$ cat src/rtl/bus_rr_router_n_if.sv
// ---------------------------------------------------------------------------
// bus_rr_router_n_if
//   Bundles the device-side signals of the shared-bus router: FIFO heads and
//   pops on the send side, ready/push on the receive side, plus the router's
//   status and statistics outputs.
//
//   pndng    [drvrs]          device i has a packet at its FIFO head
//   D_pop    [drvrs*pckg_sz]  show-ahead head data, slice i = [i*pckg_sz +: pckg_sz]
//   pop      [drvrs]          one-hot pop strobe back to the sending FIFO
//   rdy      [drvrs]          device i can accept a push this cycle
//   push     [drvrs]          write strobe into device i
//   D_push   [drvrs*pckg_sz]  per-device write data, same slicing as D_pop
//   busy                      router is in a transaction
//   xfer_cnt [16]             delivered packets, saturating
//   drop_cnt [16]             dropped packets, saturating
//
//   master: the router. slave: the attached devices (or a testbench).
// ---------------------------------------------------------------------------
interface bus_rr_router_n_if #(
  parameter int drvrs   = 4,
  parameter int pckg_sz = 16
);
  logic [drvrs-1:0]         pndng;
  logic [drvrs*pckg_sz-1:0] D_pop;
  logic [drvrs-1:0]         pop;
  logic [drvrs-1:0]         rdy;
  logic [drvrs-1:0]         push;
  logic [drvrs*pckg_sz-1:0] D_push;
  logic                     busy;
  logic [15:0]              xfer_cnt;
  logic [15:0]              drop_cnt;

  modport master (
    input  pndng, D_pop, rdy,
    output pop, push, D_push, busy, xfer_cnt, drop_cnt
  );

  modport slave (
    output pndng, D_pop, rdy,
    input  pop, push, D_push, busy, xfer_cnt, drop_cnt
  );
endinterface

$ cat src/rtl/bus_rr_router_n.sv
// ---------------------------------------------------------------------------
// bus_rr_router_n
//   Shared-bus router for `drvrs` device FIFOs. Pending senders are granted
//   round-robin; the granted head packet is popped, decoded by its
//   destination-ID field (top id_w bits) and pushed to one device, or to every
//   device except the sender when the ID equals `bcast`. Delivery waits until
//   all targets are ready at once; after `tmo` waiting cycles (0 = never) the
//   packet is dropped. Invalid / self-addressed IDs are dropped too.
//
//   clk    rising-edge clock
//   reset  synchronous, active-high
//   bus    bus_rr_router_n_if.master (pndng, D_pop, rdy in; pop, push,
//          D_push, busy, xfer_cnt, drop_cnt out)
// ---------------------------------------------------------------------------
module bus_rr_router_n #(
  parameter int                drvrs   = 4,
  parameter int                pckg_sz = 16,
  parameter int                id_w    = 8,
  parameter logic [id_w-1:0]   bcast   = 8'hFF,
  parameter int                tmo     = 64
) (
  input  logic                  clk,
  input  logic                  reset,
  bus_rr_router_n_if.master     bus
);

  localparam int SW = $clog2(drvrs);
  localparam int CW = (tmo > 1) ? $clog2(tmo + 1) : 1;

  typedef enum logic [1:0] {
    S_IDLE,
    S_POP,
    S_ROUTE,
    S_WAIT
  } state_t;

  state_t                    r_state;
  state_t                    w_state_nxt;
  logic [SW-1:0]             r_src;
  logic [SW-1:0]             r_last;
  logic [pckg_sz-1:0]        r_pkt;
  logic [drvrs-1:0]          r_targets;
  logic [CW-1:0]             r_wait;
  logic [15:0]               r_xfer;
  logic [15:0]               r_drop;
  logic [drvrs*pckg_sz-1:0]  r_d_push;

  logic [SW-1:0]             w_grant;
  logic                      w_grant_vld;
  logic [id_w-1:0]           w_id;
  logic [drvrs-1:0]          w_targets;
  logic                      w_id_ok;
  logic                      w_all_rdy;
  logic [CW-1:0]             w_wait_nxt;
  logic                      w_tmo_hit;
  logic [drvrs-1:0]          w_push;

  // Round-robin search: first pending device after the last grant, wrapping.
  // NOTE: every always_comb output gets a default before any branch so no
  // path can leave it unassigned and infer a latch.
  always_comb begin
    w_grant     = r_last;
    w_grant_vld = 1'b0;
    for (int k = 1; k <= drvrs; k++) begin
      if (!w_grant_vld && bus.pndng[(int'(r_last) + k) % drvrs]) begin
        w_grant_vld = 1'b1;
        w_grant     = SW'((int'(r_last) + k) % drvrs);
      end
    end
  end

  // Destination decode of the captured packet.
  assign w_id = r_pkt[pckg_sz-1 -: id_w];

  always_comb begin
    w_targets = '0;
    w_id_ok   = 1'b0;
    if (w_id == bcast) begin
      w_id_ok = 1'b1;
      for (int i = 0; i < drvrs; i++) begin
        if (i != int'(r_src)) w_targets[i] = 1'b1;
      end
    end else if ((int'(w_id) < drvrs) && (int'(w_id) != int'(r_src))) begin
      w_id_ok = 1'b1;
      for (int i = 0; i < drvrs; i++) begin
        if (int'(w_id) == i) w_targets[i] = 1'b1;
      end
    end
  end

  // Delivery is all-or-nothing: every target must be ready in the same cycle.
  assign w_all_rdy  = ((bus.rdy & r_targets) == r_targets);
  assign w_wait_nxt = r_wait + CW'(1);
  assign w_tmo_hit  = (tmo != 0) && (int'(w_wait_nxt) == tmo);

  // Next state and state-decoded outputs.
  always_comb begin
    w_state_nxt = r_state;
    w_push      = '0;
    bus.pop     = '0;
    unique case (r_state)
      S_IDLE: begin
        if (w_grant_vld) w_state_nxt = S_POP;
      end
      S_POP: begin
        for (int i = 0; i < drvrs; i++) begin
          if (int'(r_src) == i) bus.pop[i] = 1'b1;
        end
        w_state_nxt = S_ROUTE;
      end
      S_ROUTE: begin
        w_state_nxt = w_id_ok ? S_WAIT : S_IDLE;
      end
      S_WAIT: begin
        if (w_all_rdy) begin
          w_push      = r_targets;
          w_state_nxt = S_IDLE;
        end else if (w_tmo_hit) begin
          w_state_nxt = S_IDLE;
        end
      end
      default: w_state_nxt = S_IDLE;
    endcase
  end

  // Targets see the packet in the push cycle; every other slice keeps the
  // last value that was delivered to it.
  always_comb begin
    bus.D_push = r_d_push;
    for (int i = 0; i < drvrs; i++) begin
      if (w_push[i]) bus.D_push[i*pckg_sz +: pckg_sz] = r_pkt;
    end
  end

  assign bus.push     = w_push;
  assign bus.busy     = (r_state != S_IDLE);
  assign bus.xfer_cnt = r_xfer;
  assign bus.drop_cnt = r_drop;

  // NOTE: state is updated with non-blocking assignments so every register
  // samples the pre-edge values, independent of statement order.
  always_ff @(posedge clk) begin
    if (reset) begin
      r_state   <= S_IDLE;
      r_src     <= '0;
      r_last    <= SW'(drvrs - 1);
      r_pkt     <= '0;
      r_targets <= '0;
      r_wait    <= '0;
      r_xfer    <= '0;
      r_drop    <= '0;
      r_d_push  <= '0;
    end else begin
      r_state <= w_state_nxt;
      unique case (r_state)
        S_IDLE: begin
          if (w_grant_vld) begin
            r_src  <= w_grant;
            r_last <= w_grant;
          end
        end
        S_POP: begin
          r_pkt <= bus.D_pop[int'(r_src)*pckg_sz +: pckg_sz];
        end
        S_ROUTE: begin
          if (w_id_ok) begin
            r_targets <= w_targets;
            r_wait    <= '0;
          end else if (r_drop != 16'hFFFF) begin
            r_drop <= r_drop + 16'd1;
          end
        end
        S_WAIT: begin
          if (w_all_rdy) begin
            if (r_xfer != 16'hFFFF) r_xfer <= r_xfer + 16'd1;
            for (int i = 0; i < drvrs; i++) begin
              if (r_targets[i]) r_d_push[i*pckg_sz +: pckg_sz] <= r_pkt;
            end
          end else if (tmo != 0) begin
            r_wait <= w_wait_nxt;
            if (w_tmo_hit && (r_drop != 16'hFFFF)) r_drop <= r_drop + 16'd1;
          end
        end
        default: ;
      endcase
    end
  end

endmodule
$ cat src/flat_wrapper.sv
// flat-port wrapper written by rule: the top's interface ports become plain ports
module bus_rr_router_n_flat 
#(
  parameter int                drvrs   = 4,
  parameter int                pckg_sz = 16,
  parameter int                id_w    = 8,
  parameter logic [id_w-1:0]   bcast   = 8'hFF,
  parameter int                tmo     = 64
)
  (clk, reset, bus_pndng, bus_D_pop, bus_rdy, bus_pop, bus_push, bus_D_push, bus_busy, bus_xfer_cnt, bus_drop_cnt);
  bus_rr_router_n_if #(.drvrs(drvrs), .pckg_sz(pckg_sz)) bus_i ();
  input  logic clk;
  input  logic reset;
  input wire logic [$bits(bus_i.pndng)-1:0] bus_pndng;
  input wire logic [$bits(bus_i.D_pop)-1:0] bus_D_pop;
  input wire logic [$bits(bus_i.rdy)-1:0] bus_rdy;
  output wire logic [$bits(bus_i.pop)-1:0] bus_pop;
  output wire logic [$bits(bus_i.push)-1:0] bus_push;
  output wire logic [$bits(bus_i.D_push)-1:0] bus_D_push;
  output wire logic [$bits(bus_i.busy)-1:0] bus_busy;
  output wire logic [$bits(bus_i.xfer_cnt)-1:0] bus_xfer_cnt;
  output wire logic [$bits(bus_i.drop_cnt)-1:0] bus_drop_cnt;
  assign bus_i.pndng = bus_pndng;
  assign bus_i.D_pop = bus_D_pop;
  assign bus_i.rdy = bus_rdy;
  assign bus_pop = bus_i.pop;
  assign bus_push = bus_i.push;
  assign bus_D_push = bus_i.D_push;
  assign bus_busy = bus_i.busy;
  assign bus_xfer_cnt = bus_i.xfer_cnt;
  assign bus_drop_cnt = bus_i.drop_cnt;
  bus_rr_router_n #(.drvrs(drvrs), .pckg_sz(pckg_sz), .id_w(id_w), .bcast(bcast), .tmo(tmo)) u_core (.clk(clk), .reset(reset), .bus(bus_i));
endmodule
$ cat config.mk
export PLATFORM = sky130hd
export DESIGN_NAME = bus_rr_router_n_flat
export DESIGN_NICKNAME = d
export VERILOG_FILES = /design/src/rtl/bus_rr_router_n_if.sv /design/src/rtl/bus_rr_router_n.sv /design/src/flat_wrapper.sv
export SDC_FILE = /design/constraint.sdc
export NUM_CORES = 1
export LEC_CHECK = 0
export ABC_AREA = 1
export CORE_MARGIN = 2
export CORE_UTILIZATION = 30
export DETAILED_ROUTE_END_ITERATION = 8
export PLACE_DENSITY_LB_ADDON = 0.15
export SLEW_MARGIN = 20
export SYNTH_ARGS = -nofsm -noshare
export SYNTH_HDL_FRONTEND = slang
export SYNTH_SLANG_ARGS = --single-unit
$ cat constraint.sdc
create_clock -name clk -period 1.8 [get_ports clk]
set_clock_uncertainty 0.1 [all_clocks]
set_input_delay 0.18 -clock clk [delete_from_list [all_inputs] [get_ports clk]]
set_output_delay 0.18 -clock clk [all_outputs]
set_load 0.01 [all_outputs]
==> run summary <==
Crit path DAT: 1910 ps
Endpoint class of the critical path: output pin
Cell area after synthesis: 0.006827 mm²
Critical path depth: 11
CTS clock-pin slew for the worst setup and hold paths: 60 ps
Routed Antenna Nets: 0
Critical path required time: 1520 ps
Max-cap violations: 0
GPL Wtd Cong: 0.8065
Die height: 154.9 µm
CTS sink cnt: 129
Post-Syn Nets: 1,076
CP Launch Type: flop
CTS Root Cell: clkbuf_16
CTS Buf Count: 17
Seq cells post-synth: 129
Grt met3 use: 0.03482
R2R setup slack: -320 ps
Hold Path Class: input port to flop
Post-Synthesis Cells: 999
Leak: 4.919 nW
Yosys cell types: 37
First-pass GRT wire length: 38.41 mm
Syn Area/Cell: 6.833 µm²
CP max FO: 8
Die X: 154.9 µm
Top cell family by delay on the critical path: simple AND/OR/NAND/NOR gates
R2R depth: 15
Dpl ws: -803.3 ps
Final core utilization: 0.5222
Number of global-route vias before repair: 7,393
Critical path buffers and inverters: 4
Warnings from Yosys: 0
Htree depth: 4
WL final: 24.74 mm
Largest net degree at the start of global routing: 102
Async set-reset flop share out of synthesis: 0
Layout cells sized above 1: 0.3778
Tmin final: 2195 ps
Crit path largest cell delay: 330 ps
Core Area: 0.02250 mm²
Fmax: 455.6 MHz
Layout fillers: 2,164
TritonCTS clock tree: yes
Worst-Margin Slew: 564.1 ps
Latest clock arrival within the worst-skew pair: 420 ps
Met2 usage: 0.3446
Post-layout net count: 1,422
Failing checks: negative setup slack
Final HPWL DP: 16.17 mm
DR pass1 iterations: 5
GR Util met1: 0.2587
Worst-path cell chain: nand2_2, o21ai_2, nor2_2, nand2_4, nor2_4, buf_8, inv_12, nand2_4, inv_4, a21oi_2, buf_2
Die area: 0.02398 mm²
Vias per cell: 4.668
Row Count: 55
DRC Markers: 0
Total track usage: 0.2017
EDFF count, synth: 0
Register area share after synthesis: 0.3783
Setup TNS: -23,520 ps
First DRT Iteration DRCs: 335
Final cycle utilization of the critical path: 1.219
Hold Fails Final Rpt: 0
Worst-case clock buffer depth: 2
Initial Utilization: 0.3034
Initial antenna violation count: 0
Via count: 7,670
Outcome: complete, but fails checks
Worst setup margin: -394.7 ps
Cell repeated most along the worst path: nand2_4
Pwr/cell area: 848.8 mW/mm²
Total congestion overflow: 0
Ys flop type: dfxtp_1
Hold Buf Count CTS: 0
GR peak layer: met2
Hold Path Depth: 4
Worst IR Drop VDD: 0.0005823 V
WL/cell: 15.06 µm
Tot Pwr: 9.974 mW
Max transition margin: 0.6239
Port Buffers: 178
Layout area overhead: 72.14%
Worst hold slack: 105.3 ps
RSZ-0062 raised after global routing: yes
Slowest cell on the critical path: dfxtp_2
Number of diodes: 0
WS Path Type: flop to output pin
I/O pin count: 179
Fin. max-slew vios: 0
Finish-stage setup viols: 71
-- worst min-delay path, stage by stage --
cell,delay [ps]
buf_4,120
clkinv_1,130
nand2_1,80
nor2_1,70
-- cell families (layout without fill, tap and decap cells) --
kind of cell | Yosys count | count (layout) | synth area share
simple gates | 332 | 332 | 0.2080
compound gates | 260 | 260 | 0.2335
buf+inv | 250 | 609 | 0.1426
flops | 129 | 129 | 0.3783
xor+xnor | 25 | 25 | 0.03207
fa+ha+maj | 3 | 3 | 0.005499
-- cells in the final DEF (no fill, tap or decap), types with 25 or more instances in the layout --
cell             count
nand2_1            170
inv_1              153
buf_4              152
dfxtp_1            117
clkdlybuf4s50_1    104
buf_2               56
a21oi_2             50
nand3_1             43
a211oi_1            43
a21oi_1             39
inv_2               39
nor2_1              38
o21ai_0             30
nand2_2             30
a22oi_1             27
buf_6               25
-- synthesized netlist by cell type, types with 2 or more instances --
cell type / instances / share of area
a211oi_1: 65 / 0.071
a21oi_1: 105 / 0.077
a22oi_1: 27 / 0.030
a31oi_1: 12 / 0.011
a41oi_1: 5 / 0.0064
buf_1: 12 / 0.0066
buf_2: 7 / 0.0051
buf_4: 3 / 0.0033
buf_6: 2 / 0.0033
clkbuf_1: 22 / 0.012
clkinv_1: 3 / 0.0016
dfxtp_1: 129 / 0.38
ha_1: 3 / 0.0055
inv_1: 174 / 0.096
inv_2: 27 / 0.015
nand2_1: 206 / 0.11
nand2_2: 5 / 0.0046
nand2_4: 2 / 0.0033
nand3_1: 46 / 0.034
nand4_1: 6 / 0.0055
nor2_1: 41 / 0.023
nor2_2: 2 / 0.0018
nor2_4: 4 / 0.0066
nor3_1: 16 / 0.012
o21a_1: 3 / 0.0033
o21ai_0: 30 / 0.022
o21ai_1: 9 / 0.0066
xnor2_1: 10 / 0.013
xor2_1: 15 / 0.019
-- power by group --
part	internal (mW)	leakage (nW)	switching (mW)
logic	1.31	3.60	2.05
registers	3.10	1.05	0.211
clock network	1.91	0.266	1.40
-- metal layers --
metal	routed length, µm	part of all wire
met5	0	0
met4	518	0.021
met3	787	0.032
met2	11970	0.48
met1	11460	0.46
-- layout make-up --
| type | instances | area (µm²) | share of cell area |
|---|---|---|---|
| inverters | 204 | 808.3 | 0.06878 |
| clock inverters | 15 | 136.4 | 0.01161 |
| well taps | 285 | 356.6 | 0.03034 |
| repair inverters | 2 | 20.02 | 0.001704 |
| multi-input cells | 620 | 3971 | 0.3379 |
| repair buffers | 371 | 3436 | 0.2924 |
| flip-flops and latches | 129 | 2597 | 0.2210 |
| clock buffers | 17 | 425.4 | 0.03620 |
-- worst paths after layout --
kind                                   to               startpoint
setup / recovery           bus_D_push[48]      u_core.r_targets[2]
hold / removal     u_core.bus.xfer_cnt[3]                    reset
hold reg to reg   u_core.bus.xfer_cnt[14]  u_core.bus.xfer_cnt[14]
setup reg to reg      u_core.r_d_push[49]      u_core.r_targets[2]
-- metrics by stage --
stage / cell area, µm² / cells
finish: 11750 / 1643
floorplan: 6827 / 999
detailed placement: 9926 / 1557
CTS: 11100 / 1624
global route: 11750 / 1643
global placement: 9926 / 1557
-- registers in the layout, summed over array words and instances (netlist names) --
| name | cells |
|---|---|
| u_core.bus.drop_cnt | 16 |
| u_core.r_src | 2 |
| u_core.r_last | 2 |
| u_core.r_wait | 7 |
| u_core.r_targets | 4 |
| u_core.r_pkt | 16 |
| u_core.bus.xfer_cnt | 16 |
| u_core.r_state | 2 |
| u_core.r_d_push | 64 |
-- repair_timing --
| item | in CTS | in global routing |
|---|---|---|
| buffers inserted | 27 | 21 |
| hold endpoints to repair | 0 | 0 |
| pin swaps | 21 | 41 |
| endpoints found under the setup margin | 91 | 154 |
| gates resized for setup | 423 | 133 |
| cloned | 9 | 5 |
Power figures use the tool's default switching activity.
